## config.mk

```make
export PLATFORM = sky130hd
export DESIGN_NAME = gpio_event_scheduler
export DESIGN_NICKNAME = d
export VERILOG_FILES = /design/src/rtl/gpio_event_scheduler.sv
export SDC_FILE = /design/constraint.sdc
export NUM_CORES = 1
export LEC_CHECK = 0
export ABC_AREA = 0
export BUFFER_PORTS_ARGS = -buffer_cell sky130_fd_sc_hd__buf_4
export CORE_MARGIN = 2
export CORE_UTILIZATION = 45
export DETAILED_ROUTE_END_ITERATION = 7
export PLACE_DENSITY = 0.71
export RECOVER_POWER = 25
export SLEW_MARGIN = 20
export SYNTH_ARGS = -nofsm -noshare
export SYNTH_HDL_FRONTEND = slang
export SYNTH_SLANG_ARGS = --single-unit
```

## constraint.sdc

```tcl
create_clock -name src_clk -period 1.3 [get_ports src_clk]
set_input_delay 0.065 -clock src_clk [delete_from_list [all_inputs] [get_ports src_clk]]
set_output_delay 0.065 -clock src_clk [all_outputs]
set_load 0.005 [all_outputs]
```

## src/rtl/gpio_event_scheduler.sv

```systemverilog
// Queues one press event per button, grants them round-robin and sends each one
// as a byte over a valid/ready handshake, with an optional idle gap after each send.
module gpio_event_scheduler #(
  parameter int         N_BTN      = 4,
  parameter logic [7:0] CODE_BASE  = 8'h30,
  parameter int         GAP_CYCLES = 0
) (
  input  logic             src_clk,
  input  logic             rst,
  input  logic [N_BTN-1:0] btn_pulse,
  input  logic             tx_ready,
  output logic             tx_valid,
  output logic [7:0]       tx_data,
  input  logic             ovr_clr,
  output logic [N_BTN-1:0] pending,
  output logic [N_BTN-1:0] overrun,
  output logic             busy
);

  localparam int IW = (N_BTN > 1) ? $clog2(N_BTN) : 1;
  localparam int GW = (GAP_CYCLES > 0) ? $clog2(GAP_CYCLES + 1) : 1;

  // state | meaning
  // IDLE  | waiting for a pending event to grant
  // SEND  | tx_valid held until the handshake
  // GAP   | pacing delay after a handshake
  typedef enum logic [1:0] {IDLE, SEND, GAP} state_e;

  state_e           state_q, state_d;
  logic [IW-1:0]    last_grant_q, last_grant_d;
  logic [IW-1:0]    grant_q, grant_d;
  logic [GW-1:0]    gap_cnt_q, gap_cnt_d;
  logic [N_BTN-1:0] pending_q, pending_d;
  logic [N_BTN-1:0] overrun_q, overrun_d;
  logic             tx_valid_q, tx_valid_d;
  logic [7:0]       tx_data_q, tx_data_d;
  logic             busy_q, busy_d;

  logic             hs;
  logic [N_BTN-1:0] clr;
  logic             found;
  logic [IW-1:0]    scan_idx;
  logic [IW-1:0]    scan_g;

  // Round-robin search starting just above the last granted button.
  always_comb begin
    found    = 1'b0;
    scan_idx = '0;
    scan_g   = '0;
    for (int k = 1; k <= N_BTN; k++) begin
      scan_idx = IW'((int'(last_grant_q) + k) % N_BTN);
      if (!found && pending_q[scan_idx]) begin
        found  = 1'b1;
        scan_g = scan_idx;
      end
    end
  end

  always_comb begin
    hs  = (state_q == SEND) && tx_valid_q && tx_ready;
    clr = '0;
    if (hs) clr[grant_q] = 1'b1;
    // A press in the clearing cycle re-queues the event instead of counting as an overrun.
    pending_d = btn_pulse | (pending_q & ~clr);
    overrun_d = (ovr_clr ? '0 : overrun_q) | (btn_pulse & pending_q & ~clr);
  end

  always_comb begin
    state_d      = state_q;
    last_grant_d = last_grant_q;
    grant_d      = grant_q;
    gap_cnt_d    = gap_cnt_q;
    tx_valid_d   = tx_valid_q;
    tx_data_d    = tx_data_q;
    case (state_q)
      IDLE: begin
        if (found) begin
          grant_d    = scan_g;
          tx_data_d  = CODE_BASE + 8'(scan_g);
          tx_valid_d = 1'b1;
          state_d    = SEND;
        end
      end
      SEND: begin
        if (hs) begin
          tx_valid_d   = 1'b0;
          last_grant_d = grant_q;
          if (GAP_CYCLES == 0) begin
            state_d = IDLE;
          end else begin
            gap_cnt_d = GW'(GAP_CYCLES);
            state_d   = GAP;
          end
        end
      end
      GAP: begin
        gap_cnt_d = gap_cnt_q - GW'(1);
        if (gap_cnt_q == GW'(1)) state_d = IDLE;
      end
      default: state_d = IDLE;
    endcase
    busy_d = (state_d != IDLE);
  end

  always_ff @(posedge src_clk) begin
    if (rst) begin
      state_q      <= IDLE;
      last_grant_q <= IW'(N_BTN - 1);
      grant_q      <= '0;
      gap_cnt_q    <= '0;
      pending_q    <= '0;
      overrun_q    <= '0;
      tx_valid_q   <= 1'b0;
      tx_data_q    <= 8'h00;
      busy_q       <= 1'b0;
    end else begin
      state_q      <= state_d;
      last_grant_q <= last_grant_d;
      grant_q      <= grant_d;
      gap_cnt_q    <= gap_cnt_d;
      pending_q    <= pending_d;
      overrun_q    <= overrun_d;
      tx_valid_q   <= tx_valid_d;
      tx_data_q    <= tx_data_d;
      busy_q       <= busy_d;
    end
  end

  assign tx_valid = tx_valid_q;
  assign tx_data  = tx_data_q;
  assign pending  = pending_q;
  assign overrun  = overrun_q;
  assign busy     = busy_q;

endmodule

```

Word level (Yosys, flattened, before mapping)
Cells that the tools add are included.

Flip-flop bits (word level): 25. Bits of input ports: 8. Output and inout port bits: 18. Logic and storage cells: 73.

Add/sub/neg operators: 6. Order comparisons: 6. Equality and inequality tests: 4. Muxes and demuxes: 27. Bitwise operators: 6. Reduce and logical (&&, ||, !) cells: 15.

Operators by type and width (count): 2-bit by 3-bit < comparator with 1-bit output (second input constant) (5); 2-bit 2-to-1 mux (7); 4-bit bitwise AND (3); 1-bit 2-to-1 mux (11); 1-bit binary-select mux with 2-bit select (4); 4-bit 2-to-1 mux (2); 4-bit OR (2); 6-bit by 2-bit adder with 7-bit output (first input constant) (1); 1-bit logical AND (6); 2-bit one-hot mux with 3 select lines (1); 2-bit by 1-bit adder with 2-bit output (second input constant) (2); 2-bit adder (second input constant) (2); 2-bit != test (second input constant) (2); 4-bit inverter (1); 2-bit AND reduction (2); 2-bit nonzero test (2); 1-bit logical NOT (3); 3-bit AND reduction (1); 1-bit demux with 2-bit select (1); 2-bit by 1-bit equality test with 1-bit output (second input constant) (1); 2-bit equality test (second input constant) (1); 2-bit by 1-bit >= comparator with 1-bit output (second input constant) (1); 2-bit logical NOT (1); 1-bit one-hot mux with 2 select lines (1); 1-bit subtractor (second input constant) (1).

Logic depth before layout (Yosys ltp)
Gate-level depths: netlist of run 1.

Depth after elaboration: 16. Gate-level depth with buffers: 5. Depth with buffers taken out: 4.

Worst setup path before layout of run 1
Ideal clock, no wire load.

Kind: register to register. From: register state_q[1]. To: register last_grant_q[0]. Library setup time: 0.120 ns. Data arrival time: 1.046 ns. Data required time: 1.180 ns. Setup slack: 0.134 ns. Stages on the path, launching flop included: 4. Buffers on the path: 0. Clock period less this slack: 1.166 ns. Path through: dfxtp_1 -> and3b_4 -> and3_1 -> a211o_1.

Word-level cells in the longest chain between the ends: 4.

Ends and longest elaborated chain: start: declaration (RTL line 29) `state_e state_q, state_d;`; start signal: assignment (RTL line 117) `state_q <= state_d;`; 2-bit by 1-bit equality test with 1-bit output * (RTL line 60, 75); 1-bit logical AND (2 in a row) (RTL line 60) `hs = (state_q == SEND) && tx_valid_q && tx_ready;`; 2-bit AND reduction (no source line) *; end signal: assignment (RTL line 108) `last_grant_q <= IW'(N_BTN - 1);`; end signal: assignment (RTL line 118) `last_grant_q <= last_grant_d;`; end: declaration (RTL line 30) `logic [IW-1:0] last_grant_q, last_grant_d;`.

Every way passes the cells marked *; elsewhere a longest branch is shown, timed or not. A chain may end at the register's enable or synchronous reset.

Worst setup path in the final report of run 1
Ends and elaborated chain as after synthesis.

==> results of run 1 <==
-- routing by layer --
layer,GRT usage [%],vias to the layer above,routed length [um]
li1,-,405,-
met1,22.81,344,860
met2,28.65,24,842
met3,2.264,2,78
met4,10.00,0,9
met5,0,-,0
-- state kept, by name, summed over array words and instances, names as in the netlist --
signal        cells
overrun           4
pending           4
last_grant_q      2
state_q           2
tx_data           2
busy              1
gap_cnt_q         1
grant_q           1
tx_valid          1
-- worst max-delay path by stage --
stage	startpoint	endpoint	slack, ns	cells after the start
after floorplan	state_q[1]$_SDFF_PP0_	last_grant_q[0]$_SDFFE_PP1P_	0.13	3
after global placement	pending[2]$_SDFF_PP0_	tx_data[1]$_SDFFE_PP0P_	0.06	4
after detailed placement	pending[2]$_SDFF_PP0_	tx_data[1]$_SDFFE_PP0P_	0.04	4
after CTS	pending[2]$_SDFF_PP0_	tx_data[1]$_SDFFE_PP0P_	0.01	4
after global routing	tx_valid$_SDFFE_PP0P_	pending[1]$_SDFF_PP0_	0.04	4
final	state_q[1]$_SDFF_PP0_	last_grant_q[0]$_SDFFE_PP1P_	0.13	3
-- worst max-delay path, stage by stage (launching register included) --
cell	delay (ns)
dfxtp_1	0.34
and3b_4	0.32
nand2_1	0.10
a211o_1	0.31
-- area by class of cell --
type,count,area share [%]
multi-input combinational,73,38.70
sequential,18,32.62
timing repair buffer,32,22.50
tap,25,2.812
clock buffer,3,2.025
inverter,4,1.350
-- Yosys cell counts, types with 2 or more instances --
cell type	count
nand2b_1	5
o22ai_1	2
nand2_1	6
nand3_1	7
a21oi_1	10
o21bai_1	3
nor2b_1	3
nor2_1	11
clkbuf_1	2
dfxtp_1	18
o221ai_1	2
buf_4	5
clkbuf_2	2
o21ai_0	4
inv_1	4
and3_1	2
a211o_1	2
-- power groups by stage --
stage | Sequential [uW] | Clock, uW | Combinational [uW]
after floorplan | 641 | 0 | 132
after global placement | 644 | 0 | 220
after detailed placement | 645 | 0 | 225
after CTS | 633 | 278 | 234
after global routing | 645 | 298 | 263
final | 637 | 269 | 235
-- what timing repair did --
action,CTS,global route
setup endpoints to repair,0,5
hold buffers,4,0
resized for setup,0,3
endpoints found under the hold margin,4,0
-- cell families after synthesis --
group,synth area share (%)
simple gates,27.61
flops,42.29
other cells,0.4401
xor+xnor,1.028
compound gates,19.09
buf+inv,9.545
-- through the flow --
step	worst slack, ns	instance area [um^2]	hold WS [ns]	util, %
after floorplan	0.1342	863.3	0.1824	-
after global placement	0.06339	1039	0.2795	59.50
after detailed placement	0.04041	1039	0.2877	59.50
after CTS	0.01391	1101	0.04610	63.08
after global routing	0.03875	1112	0.05541	63.73
final	0.1312	1112	0.05185	63.73
==> flow_metrics.py, run 1 <==
metrics = {
    "clocking": {
        "cts_setup_buffers": 0,
        "clock-sinks": 18,
        "cts-root-buf": "clkbuf_4",
        "cts_buffers": 3,
        "cts_tree": "done",
        "htree_levels": 1,
        "clkTransAtPathRegs_ns": 0.10,
        "ctsLongestPathBuffers": 2,
        "insertion_delay_ns": 0.28,
    },
    "final_layout": {
        "final_common_cell": "buf_4",
        "fill_cells": 169,
        "num_antenna_cells": 0,
        "final_cell_mix": "buf_4 (21), dfxtp_1 (16), nor2_1 (11), a21oi_1 (10), clkbuf_4 (10)",
        "multiInputGateArea_um2": 430.4,
        "area_growth_pct": 30.54,
        "nNetsFinal": 140,
        "instances_no_fill": 155,
        "regArea_um2": 362.8,
        "drive_gt1_share_pct": 28.46,
    },
    "timing": {
        "hold_viol": 0,
        "grt_setup_unrepaired": "no",
        "final-setup-viol-count": 0,
        "fmax_mhz": 855.6,
        "fin_worst_skew_ns": 0.001389,
        "fin_crit_sh_pct": 89.91,
        "fin_crit_ns": 1.169,
        "tns_ns": 0,
        "maxSlewViolCount": 0,
    },
    "floorplanning": {
        "die_h_um": 47.52,
        "ios": 26,
        "die_w_um": 47.52,
        "die-area_mm2": 0.002258,
        "start_util_pct": 48.82,
        "rows": 15,
        "core_area_mm2": 0.001745,
    },
    "worst_setup_path": {
        "path_max_fanout": 5,
        "required_ns": 1.48,
        "cp.arrival_ns": 1.35,
        "startpoint_type": "flip-flop",
        "reg2regPathDepth": 3,
        "r2r-start": "state_q[1]$_SDFF_PP0_",
        "critPathCaptureType": "flip-flop",
        "crit_type": "flip-flop to flip-flop",
        "reg2reg_setup_slack_ns": 0.13,
        "rr_endpoint": "last_grant_q[0]$_SDFFE_PP1P_",
    },
    "global_routing": {
        "grt_pass1_wl_um": 2732,
        "grt_max_degree": 19,
        "grt_pass1_vias": 626,
        "track_usage_pct": 17.77,
        "grt.overflow.total": 0,
        "grt_antenna_before_repair": 0,
    },
    "pwr": {
        "p_per_area_mw_per_mm2": 1026,
        "pwr-share-comb_pct": 20.6,
        "p_leak_uw": 0.0004874,
        "power_uw": 1142,
        "p_clk_share_pct": 23.6,
        "seq_power_share_pct": 55.8,
        "switching_share_pct": 27.10,
        "p_switching_uw": 309.3,
        "ir_worst_vdd_mv": 0.6068,
        "p_int_uw": 832.2,
    },
    "synth": {
        "ys_ff_latch": 18,
        "synthTopCellsByArea": "dfxtp_1 (42%), a21oi_1 (5.9%), nor2_1 (4.8%)",
        "synth_area_per_cell_um2": 8.354,
        "synth.yosys.seq_area_share_pct": 42.29,
        "syn_area_um2": 852.1,
        "ys.flop_type": "dfxtp_1",
        "yosysWarningCount": 0,
        "synth_top_area_cell": "dfxtp_1",
        "synthArstFlopShare_pct": 0,
        "synthCells": 102,
        "synth-edff-count": 0,
        "yosysUniqueCellTypes": 31,
        "synthDominantCellAreaShare_pct": 42.29,
    },
    "routing": {
        "drt_iter0_markers": 24,
        "drtAntennaViolNets": 0,
        "drc": 0,
        "vias": 775,
        "firstDrtPassIters": 4,
        "wl_per_cell_um": 11.55,
        "wl_um": 1791,
        "via_per_inst": 5.000,
    },
    "hold_path": {
        "whs_endpoint": "overrun[3]$_SDFF_PP0_",
        "hold_path.class": "primary input to flip-flop",
        "worstHoldStart": "ovr_clr",
        "holdPathStages": 3,
    },
    "place": {
        "port_buffers": 21,
        "dp_hpwl_um": 1289,
        "place_congestion": 0.8591,
        "dpl.cell_count": 148,
    },
    "run_status": {
        "outcome": "finished, final reports clean",
    },
    "run": {
        "drv_cap": 0,
    },
}
(Power assumes the default switching activity.)
==> inputs of run 2 (changes only) <==
- MAX_ROUTING_LAYER: not set -> met4
- PLACE_DENSITY: 0.71 -> 0.77
==> flow_metrics.py, run 2 (same netlist as run 1, synthesis figures left out) <==
metrics = {
    "worst_setup_path": {
        "path_common_cell": "nor2_1",
        "path_max_fanout": 5,
        "rr_endpoint": "tx_data[4]$_SDFFE_PP0P_",
        "r2r-start": "pending[0]$_SDFF_PP0_",
        "crit_type": "flip-flop to flip-flop",
        "crit_path_max_incr_delay_ns": 0.38,
        "required_ns": 1.48,
        "critical_path.top_delay_family": "simple AND/OR/NAND/NOR gates",
        "reg2regPathDepth": 5,
        "worst-path-buf-inv": 1,
        "startpoint_type": "flip-flop",
        "reg2reg_setup_slack_ns": 0.08,
        "crit_path_top_delay_cell": "nor4_4",
        "cp.arrival_ns": 1.40,
        "critPathCaptureType": "flip-flop",
        "path_cells": "nor4_4 > nor3_4 > buf_4 > nor2_1 > nor2_1",
    },
    "hold_path": {
        "whs_endpoint": "pending[2]$_SDFF_PP0_",
        "worstHoldStart": "btn_pulse[2]",
        "hold_path.class": "primary input to flip-flop",
        "holdPathStages": 3,
    },
    "final_layout": {
        "instances_no_fill": 154,
        "nNetsFinal": 139,
        "final_common_cell": "buf_4",
        "num_antenna_cells": 0,
        "final_cell_mix": "buf_4 (22), dfxtp_1 (16), nor2_1 (11), a21oi_1 (10), clkbuf_4 (10)",
        "fill_cells": 152,
        "regArea_um2": 362.8,
        "drive_gt1_share_pct": 29.46,
        "multiInputGateArea_um2": 436.7,
        "area_growth_pct": 29.81,
        "fin_area_mm2": 0.001106,
    },
    "timing": {
        "final-setup-viol-count": 0,
        "grt_setup_unrepaired": "no",
        "hold_viol": 0,
        "tns_ns": 0,
        "maxSlewViolCount": 0,
        "hold_ws_ns": 0.0007783,
        "fin_crit_sh_pct": 93.53,
        "fin_crit_ns": 1.216,
        "fmax_mhz": 822.5,
        "fin_worst_skew_ns": 0.009907,
    },
    "place": {
        "dp_hpwl_um": 1308,
        "port_buffers": 21,
        "place_congestion": 0.8104,
        "place_area_mm2": 0.001039,
        "dpl.cell_count": 148,
    },
    "pwr": {
        "p_leak_uw": 0.0004863,
        "ir_worst_vdd_mv": 0.5636,
        "p_per_area_mw_per_mm2": 1042,
    },
    "global_routing": {
        "grt_antenna_before_repair": 0,
        "grt.overflow.total": 0,
        "grt_pass1_wl_um": 2822,
        "grt_max_degree": 19,
        "track_usage_pct": 18.67,
        "grt_pass1_vias": 655,
    },
    "clocking": {
        "clock-sinks": 18,
        "insertion_delay_ns": 0.29,
        "cts_tree": "done",
        "ctsLongestPathBuffers": 2,
        "cts_buffers": 3,
        "clkTransAtPathRegs_ns": 0.10,
        "cts-root-buf": "clkbuf_4",
        "htree_levels": 1,
    },
    "routing": {
        "wl_um": 1835,
        "drt_iter0_markers": 17,
        "firstDrtPassIters": 4,
        "via_per_inst": 5.182,
        "wl_per_cell_um": 11.92,
        "drc": 0,
        "drtAntennaViolNets": 0,
        "vias": 798,
    },
    "floorplanning": {
        "die-area_mm2": 0.002258,
        "die_h_um": 47.52,
        "core_area_mm2": 0.001745,
        "start_util_pct": 48.82,
        "rows": 15,
        "die_w_um": 47.52,
        "ios": 26,
    },
    "run": {
        "drv_cap": 0,
    },
    "run_status": {
        "outcome": "finished, final reports clean",
    },
}
==> run 2: changes by cell type in the layout (fill, tap and decap cells not counted), sizes merged <==
cell	change
buf	+1
dlygate4sd3	-2
==> run 2: worst max path at each step <==
stage / startpoint / to / slack [ns] / depth (start not counted)
finish: pending[0]$_SDFF_PP0_ / tx_data[4]$_SDFFE_PP0P_ / 0.08 / 5
global route: pending[1]$_SDFF_PP0_ / state_q[0]$_SDFF_PP0_ / 0.002 / 4
CTS: pending[3]$_SDFF_PP0_ / tx_data[1]$_SDFFE_PP0P_ / 0.03 / 4
detailed placement: pending[3]$_SDFF_PP0_ / tx_data[1]$_SDFFE_PP0P_ / 0.05 / 4
global placement: pending[3]$_SDFF_PP0_ / state_q[0]$_SDFF_PP0_ / 0.13 / 4
floorplan: state_q[1]$_SDFF_PP0_ / last_grant_q[0]$_SDFFE_PP1P_ / 0.13 / 3
==> run 2: what timing repair did <==
item                                    4_1_cts  5_1_grt
hold buffers                                  2        0
buffers inserted                              0        1
hold endpoints to repair                      2        0
gates resized for setup                       0        4
endpoints found under the setup margin        0        5
==> run 2: per-layer routing <==
| metal | GRT usage, % | vias to the layer above | share of wire, % |
|---|---|---|---|
| li1 | - | 408 | - |
| met1 | 24.71 | 365 | 47 |
| met2 | 27.57 | 20 | 47 |
| met3 | 3.396 | 5 | 3.9 |
| met4 | 8.333 | 0 | 2.1 |
| met5 | - | - | 0 |
==> run 2: final cells by class <==
type | instances | share of cell area [%]
Inverter | 4 | 1.357
Timing Repair Buffer | 31 | 21.49
Multi-Input combinational cell | 73 | 39.48
Tap cell | 25 | 2.828
Clock buffer | 3 | 2.036
Sequential cell | 18 | 32.81
==> run 2: stage by stage <==
step / worst slack (ns) / total power, uW / util [%]
2_1_floorplan: 0.1342 / 773.7 / -
3_3_place_gp: 0.1268 / 864.7 / 59.50
3_5_place_dp: 0.05490 / 871.2 / 59.50
4_1_cts: 0.03410 / 1137 / 61.94
5_1_grt: 0.002284 / 1214 / 63.37
6_report: 0.08414 / 1152 / 63.37
==> run 2: report_power, final <==
part           total, uW  switching (uW)  leakage, uW  internal [uW]
clock network        271             163    0.0000138            108
logic                246             108     0.000323            138
registers            636            44.5     0.000149            591
total               1150             316     0.000486            837
==> run 2: worst min-delay path: cells and delay by family <==
kind / cells / cell delay (ns)
buf+inv: 1 / 0.08
simple gates: 1 / 0.08
compound gates: 1 / 0.03
